--- config.mk ---
export PLATFORM = sky130hd
export DESIGN_NAME = commutator_alloc
export DESIGN_NICKNAME = d
export VERILOG_FILES = /design/src/rtl/commutator_alloc.sv
export SDC_FILE = /design/constraint.sdc
export NUM_CORES = 1
export LEC_CHECK = 0
export CAP_MARGIN = 20
export CORE_MARGIN = 2
export CORE_UTILIZATION = 58
export CTS_CLUSTER_SIZE = 25
export DETAILED_ROUTE_END_ITERATION = 10
export PLACE_DENSITY = 0.91
export SETUP_SLACK_MARGIN = 0.02
export SLEW_MARGIN = 20
export SYNTH_ARGS = -nofsm -noshare
export SYNTH_HDL_FRONTEND = slang
export SYNTH_SLANG_ARGS = --single-unit
--- constraint.sdc ---
create_clock -name clk -period 10.4 [get_ports clk]
set_input_delay 2.6 -clock clk [delete_from_list [all_inputs] [get_ports clk]]
set_output_delay 2.6 -clock clk [all_outputs]
set_load 0.005 [all_outputs]
--- src/rtl/commutator_alloc.sv ---
// Channel allocator for the 8-input / 3-output commutator: round-robin grants,
// held until released, driving the packed per-channel mux select bus.
module commutator_alloc #(
  parameter int N_REQ = 8,
  parameter int N_CH  = 3,
  parameter int SEL_W = 3
) (
  input  logic                        clk,
  input  logic                        rst,
  input  logic [N_REQ-1:0]            req,
  input  logic [N_REQ-1:0]            rel,
  output logic [N_CH-1:0][SEL_W-1:0]  control,
  output logic [N_CH-1:0]             ch_valid,
  output logic [N_REQ-1:0]            grant,
  output logic                        full
);

  localparam int TGT_W = $clog2(N_CH);

  logic [N_CH-1:0][SEL_W-1:0] r_owner;
  logic [N_CH-1:0]            r_valid;
  logic [N_REQ-1:0]           r_grant;
  logic                       r_full;
  logic [SEL_W-1:0]           r_rr_ptr;

  logic [N_REQ-1:0]           w_elig;
  logic [N_REQ-1:0]           w_rel_eff;
  logic [SEL_W-1:0]           w_idx;
  logic [SEL_W-1:0]           w_winner;
  logic                       w_found;
  logic [TGT_W-1:0]           w_target;
  logic                       w_has_free;
  logic                       w_alloc;
  logic [N_CH-1:0][SEL_W-1:0] w_owner_nxt;
  logic [N_CH-1:0]            w_valid_nxt;
  logic [N_REQ-1:0]           w_grant_nxt;

  // A requester releasing this cycle is never eligible, so it cannot be
  // regranted until it has been seen idle for a full cycle.
  assign w_elig    = req & ~r_grant & ~rel;
  assign w_rel_eff = rel & r_grant;

  always_comb begin
    w_found  = 1'b0;
    w_winner = '0;
    w_idx    = '0;
    for (int k = 0; k < N_REQ; k++) begin
      w_idx = r_rr_ptr + SEL_W'(k);
      if (!w_found && w_elig[w_idx]) begin
        w_found  = 1'b1;
        w_winner = w_idx;
      end
    end
  end

  // Only channels free at the start of the cycle are candidates; a channel
  // released this cycle becomes allocatable on the next one.
  always_comb begin
    w_has_free = 1'b0;
    w_target   = '0;
    for (int c = N_CH - 1; c >= 0; c--) begin
      if (!r_valid[c]) begin
        w_has_free = 1'b1;
        w_target   = TGT_W'(c);
      end
    end
  end

  assign w_alloc = w_found && w_has_free;

  always_comb begin
    w_valid_nxt = r_valid;
    w_owner_nxt = r_owner;
    w_grant_nxt = r_grant & ~w_rel_eff;
    for (int c = 0; c < N_CH; c++) begin
      if (r_valid[c] && w_rel_eff[r_owner[c]]) begin
        w_valid_nxt[c] = 1'b0;
        w_owner_nxt[c] = '0;
      end
    end
    if (w_alloc) begin
      w_valid_nxt[w_target] = 1'b1;
      w_owner_nxt[w_target] = w_winner;
      w_grant_nxt[w_winner] = 1'b1;
    end
  end

  always_ff @(posedge clk) begin
    if (rst) begin
      r_owner  <= '0;
      r_valid  <= '0;
      r_grant  <= '0;
      r_full   <= 1'b0;
      r_rr_ptr <= '0;
    end else begin
      r_owner <= w_owner_nxt;
      r_valid <= w_valid_nxt;
      r_grant <= w_grant_nxt;
      r_full  <= &w_valid_nxt;
      if (w_alloc) begin
        r_rr_ptr <= w_winner + SEL_W'(1);
      end
    end
  end

  assign control  = r_owner;
  assign ch_valid = r_valid;
  assign grant    = r_grant;
  assign full     = r_full;

endmodule

======== Word level (Yosys, flattened, before mapping) ========
Index checks and enable logic that the tools add are counted.
word-level totals
  output and inout bits ................... 21
  register bits after elaboration ......... 24
  word-level logic and storage cells ...... 120
  bits of input ports ..................... 18
operators by class
  muxes and demuxes ....................... 60
  magnitude comparators ................... 15
  add/subtract/negate cells ............... 8
  bitwise operators ....................... 9
  reduce and logical (&&, ||, !) cells .... 21
operators by type and width
  cell                                                               number
  < comparator 3 x 4 -> 1 bit, second input constant                 12
  two-way mux 3 bit                                                  13
  binary-select mux 1 bit (select 3 bit)                             11
  AND 8 bit                                                          4
  two-way mux 1 bit                                                  27
  NOT 8 bit                                                          3
  logical AND 1 bit                                                  13
  adder 3 bit, second input constant                                 4
  bitwise mux 9 bit                                                  1
  two-way mux 9 bit                                                  1
  two-way mux 8 bit                                                  1
  bitwise OR 8 bit                                                   1
  zero test 1 bit                                                    7
  adder 3 x 1 -> 3 bit, second input constant                        2
  adder 3 x 2 -> 3 bit, second input constant                        2
  demux 3 bit (select 2 bit)                                         1
  two-way mux 2 bit                                                  3
  demux 1 bit (select 3 bit)                                         1
  greater-or-equal comparator 3 x 1 -> 1 bit, second input constant  1
  < comparator 2 x 3 -> 1 bit, second input constant                 1
  bitwise OR 3 bit                                                   1
  AND reduction 3 bit                                                1
  demux 1 bit (select 2 bit)                                         1
  greater-or-equal comparator 2 x 1 -> 1 bit, second input constant  1

======== Logic depth before layout (Yosys ltp) ========
  word-level depth ........................ 33
  mapped depth ............................ 15
  gate-level depth less buffers ........... 11

======== Worst setup path after synthesis ========
Ideal clock, no wire load.
  kind .................................... input to register
  start point ............................. in req[3]
  end point ............................... reg r_rr_ptr[2]
  required time ........................... 10309 ps
  setup time .............................. 91 ps
  buffers on the path ..................... 2
  stages on the path ...................... 11
  path slack .............................. 4719 ps
  arrival ................................. 5590 ps
  cells stage by stage .................... nor3b_1 mux4_2 nand2b_1 o32a_1 or3b_1 buf_2 a211o_1 a211o_1 buf_6 or3_1 a311oi_1
on the way
  word-level cells in the longest chain between the ends .. 27
  elaborated cells between the ends (all ways) .. 50
  those cells by class .................... 1 x add/sub; 32 x mux; 2 x bitwise; 15 x reduce/logical
RTL lines
  element                                                    RTL line  RTL
  from (decl)                                                10        input logic [N_REQ-1:0] req,
  AND 8 bit * (2 in a row)                                   40        assign w_elig = req & ~r_grant & ~rel;
  binary-select mux 1 bit (select 3 bit)                     49        if (!w_found && w_elig[w_idx]) begin
  two-way mux 1 bit (implied by the code)                    49
  two-way mux 1 bit                                          49
  zero test 1 bit                                            49
  logical AND 1 bit                                          49
  two-way mux 1 bit                                          49
  zero test 1 bit                                            49
  [... 10 more ...]                                          n/a
  two-way mux 1 bit                                          49
  zero test 1 bit                                            49
  logical AND 1 bit                                          49
  two-way mux 1 bit                                          49
  zero test 1 bit                                            49
  logical AND 1 bit                                          49
  two-way mux 3 bit or two-way mux 1 bit (tied branches)     49
  adder 3 x 1 -> 3 bit or logical AND 1 bit (tied branches)  101, 69
  to (signal assigned)                                       101       r_rr_ptr <= w_winner + SEL_W'(1);
  to (decl)                                                  24        logic [SEL_W-1:0] r_rr_ptr;
Mark *: on every way between the ends. The rest lies on a longest branch, timed or not. The select of a mux whose other input is x is not followed.
A chain may end at the register's enable or synchronous reset.

======== Worst setup path in the final report ========
  start point ............................. in rel[3]
  end point ............................... reg r_grant[1] (netlist: grant[1])
on the way
  word-level cells in the longest chain between the ends .. 32
  elaborated cells between the ends (all ways) .. 56
  those cells by class .................... 2 x order compare; 35 x mux; 3 x bitwise; 16 x reduce/logical
RTL lines
  element                                                                                                          RTL line  RTL
  from (decl)                                                                                                      11        input logic [N_REQ-1:0] rel,
  NOT 8 bit *                                                                                                      40
  AND 8 bit *                                                                                                      40
  binary-select mux 1 bit (select 3 bit)                                                                           49
  two-way mux 1 bit (implied by the code)                                                                          49
  two-way mux 1 bit                                                                                                49
  zero test 1 bit                                                                                                  49
  logical AND 1 bit                                                                                                49
  two-way mux 1 bit                                                                                                49
  [... 16 more ...]                                                                                                n/a
  logical AND 1 bit                                                                                                49
  two-way mux 3 bit                                                                                                49
  < comparator 3 x 4 -> 1 bit (implied by the code) or greater-or-equal comparator 3 x 1 -> 1 bit (tied branches)  84        w_grant_nxt[w_winner] = 1'b1;
  logical AND 1 bit (implied by the code)                                                                          84
  two-way mux 1 bit (implied by the code)                                                                          84
  demux 1 bit (select 3 bit)                                                                                       84
  bitwise OR 8 bit (no line)                                                                                       n/a
  two-way mux 8 bit *                                                                                              81        if (w_alloc) begin
  to (signal assigned)                                                                                             98        r_grant <= w_grant_nxt;
  to (decl)                                                                                                        22        logic [N_REQ-1:0] r_grant;
Marks and branches as above.

==> summary.txt <==
Status
  – Status: complete, no violations

Synth
  – Average size of a mapped cell: approximately 8.3 µm²
  – Number of flops mapped to enable cells by yosys: 0
  – Synth Area in Simple Gates: 28.1%
  – Top_reg_cell synth: dfxtp_1
  – Post-synth top area share: a little over a fifth
  – Synth Net Count: 297
  – XOR/XNOR Fraction of Synth Area: 1.91%
  – FFs w/ async S/R, synth: 0%
  – Seq cells post-synth: 24
  – Ys Warns: 0
  – Leading area contributor after synthesis: dfxtp_1
  – Post-synth top cells: 31 x nor2_1, 29 x nand2_1, 24 x dfxtp_1
  – Synth Area in Adders: around 1.1%
  – Mapped Area: approximately 2300 µm²
  – Multiplexer share of the synthesized area: a little over a fifth
  – Unique masters post-synth: a little under 60
  – Seq/Total Area, Yosys: between 20% and 30%
  – Compound-Gate Fraction of Synth Area: between 20 and 25%
  – Main combinational cell family by area after synthesis: simple AND/OR/NAND/NOR gates
  – Gate Count Post-Synth: approximately 280
  – Area contributors post-synth: dfxtp_1 21%, mux4_2 9.8%, mux2_2 7.4%
  – Count leader, synth: nor2_1

Drt
  – Initial DRC Count: 349
  – Drt total wl: 6850 µm
  – Post-DR wirelength/cell: around 19 µm
  – Pre-Repair DR Iteration Count: 5
  – Vias: ~2,400
  – # DRC: 0
  – Via density: approximately 6.9
  – Antenna Nets Post-Route: 0

Power
  – Tot Pwr: between 0.0009 and 0.001 W
  – PD cells: around 350 nW/µm²
  – P_leak: ~0.91 nW
  – VDD IR-drop max: between 0.00015 and 0.0002 V

Global routing
  – Global-route wire length before repair: 11,300 µm
  – Vias in the first global route: 2,226
  – GR Util All Layers: 33.6%
  – Initial antenna violation count: 0
  – Largest net degree at the start of global routing: 27
  – Residual overflow from global routing: 0

Floorplan
  – Initial Utilization: between 60% and 70%
  – Die ar.: ~4500 µm²
  – Core area: about 3700 µm²
  – Rows: 22
  – Top-level I/O count: 39
  – Die Span Y: ~67 µm
  – Die X: around 67 µm

Finish
  – Non-Filler Instances: between 300 and 400
  – Area Growth Syn to Fin: 19.4%
  – Antenna cells: 0
  – Share of cells above drive strength 1: around an eighth
  – Post-layout net count: 328

Place
  – Port Buffers: 38
  – DP Cell Count: roughly 350
  – RD Place Congestion: between 1 and 1.5
  – DP HPWL: approximately 5100 µm

STA
  – Final setup violation count: 0
  – RSZ-0062 raised after global routing: no
  – Setup TNS: 0 ns
  – Final min period: 6.29 ns
  – Peak Freq: 159 MHz
  – Clk_skew: slightly above 0.005 ns
  – Max-slew violation count: 0
  – Final Hold Fails: 0
  – Slew HR: between 30 and 40%
  – Min Hold Slack: 0.524 ns
  – Worst-margin pin slew: around 1 ns
  – Crit share post-route: between 60 and 70%

Critical path
  – Worst Path Arrival: between 6 and 7 ns
  – Kind of critical path: in2reg
  – CP peak stage delay: between 0.8 and 0.9 ns
  – Crit-path cells: clkdlybuf4s50_1, nor3b_1, o221ai_1, a211oi_1, a21o_1, or3b_1, a2111oi_2, o32ai_1, or4bb_1, a21oi_1
  – Nature of the critical path startpoint: input port
  – CP max stage cell: o32ai_1
  – Crit. End Element: flop
  – Crit-path max FO: 8
  – Critical path required time: approximately 11 ns
  – Reg-to-reg slack, setup: approximately 5.6 ns

Hold path
  – Hold Path Class: reg2reg

Clock tree
  – Root Buffer: clkbuf_8
  – Inserted Clock Buffers: 3
  – Post-CTS setup repair buffer count: 0
  – Clk sinks: 24
  – Clock-pin slew on the worst setup and hold paths: 0.09 ns
  – Hold_buf cts: 0
  – H-tree lvl count: 1
  – Clk_lat worst skew: approximately 0.27 ns
  – CTS tree: yes
  – # resized after CTS: 0
  – Max Root-Sink Buffers: 2

Job
  – Max-Cap Viols: 0
-- cell usage in the layout (no fill, tap or decap), types with 3 or more instances in the layout --
master,Yosys,layout
nand2b_1,10,10
mux4_2,10,10
o21ai_0,6,6
nor3_1,8,8
a2111oi_0,4,4
a211oi_1,9,9
nor3b_1,13,12
mux2_2,15,15
nor2_1,31,31
buf_4,0,3
a21oi_1,17,17
clkdlybuf4s50_1,0,38
dfxtp_1,24,24
o32a_1,3,3
mux2i_1,9,9
nor4b_1,7,7
nand2_1,29,29
inv_1,6,6
clkbuf_8,0,4
a211o_1,3,3
xnor2_1,4,4
o221ai_1,4,4
-- flip-flops by register name, summed over array words and instances (netlist names) --
signal    flops
full          1
ch_valid      3
grant         8
control       9
r_rr_ptr      3
-- through the flow --
step	util, %	setup slack [ns]	area [µm²]
after floorplan	-	4.72	2290
after detailed placement	72.0	3.88	2680
after global routing	73.6	3.91	2740
after CTS	73.5	4.16	2730
after global placement	72.0	3.86	2680
final	73.6	4.11	2740
-- layer usage --
layer,GRT usage (%),wire length [µm],up-vias
met1,48.3,2940,1129
met5,0,0,-
met2,52.0,3120,158
li1,-,-,1129
met3,5.74,646,20
met4,8.67,140,0
-- cell type report --
class,instances,area [µm²]
fillers,290,980
clock buffers,4,55.1
flip-flops and latches,24,480
repair buffers,41,403
inverters,8,30.0
well taps,48,60.1
multi-input cells,230,1710
-- final timing paths --
| kind | from | to | depth (start not counted) |
|---|---|---|---|
| worst max-delay path | rel[3] | grant[1]$_SDFF_PP0_ | 10 |
| worst min-delay path | grant[0]$_SDFF_PP0_ | grant[0]$_SDFF_PP0_ | 2 |
| worst max register to register | r_rr_ptr[0]$_SDFFE_PP0P_ | grant[1]$_SDFF_PP0_ | 12 |
| worst min register to register | grant[0]$_SDFF_PP0_ | grant[0]$_SDFF_PP0_ | 2 |
-- power breakdown --
part           switching (W)  leakage (nW)  internal [W]
clock              0.0000300        0.0288     0.0000338
sequential         0.0000382         0.197      0.000121
combinational       0.000403         0.683      0.000324
-- critical path, delay by kind of cell --
family                 cells  cell delay [ns]
AO/OA/AOI/OAI              6             1.94
buffers and inverters      1             0.45
AND/OR/NAND/NOR            3             1.48
-- kinds of logic after synthesis --
logic type / Yosys count
buffers and inverters: 23
AO/OA/AOI/OAI: 70
adder cells (fa/ha/maj): 2
multiplexers: 34
AND/OR/NAND/NOR: 119
XOR/XNOR: 5
flip-flops: 24
Power figures use the tool's default switching activity.
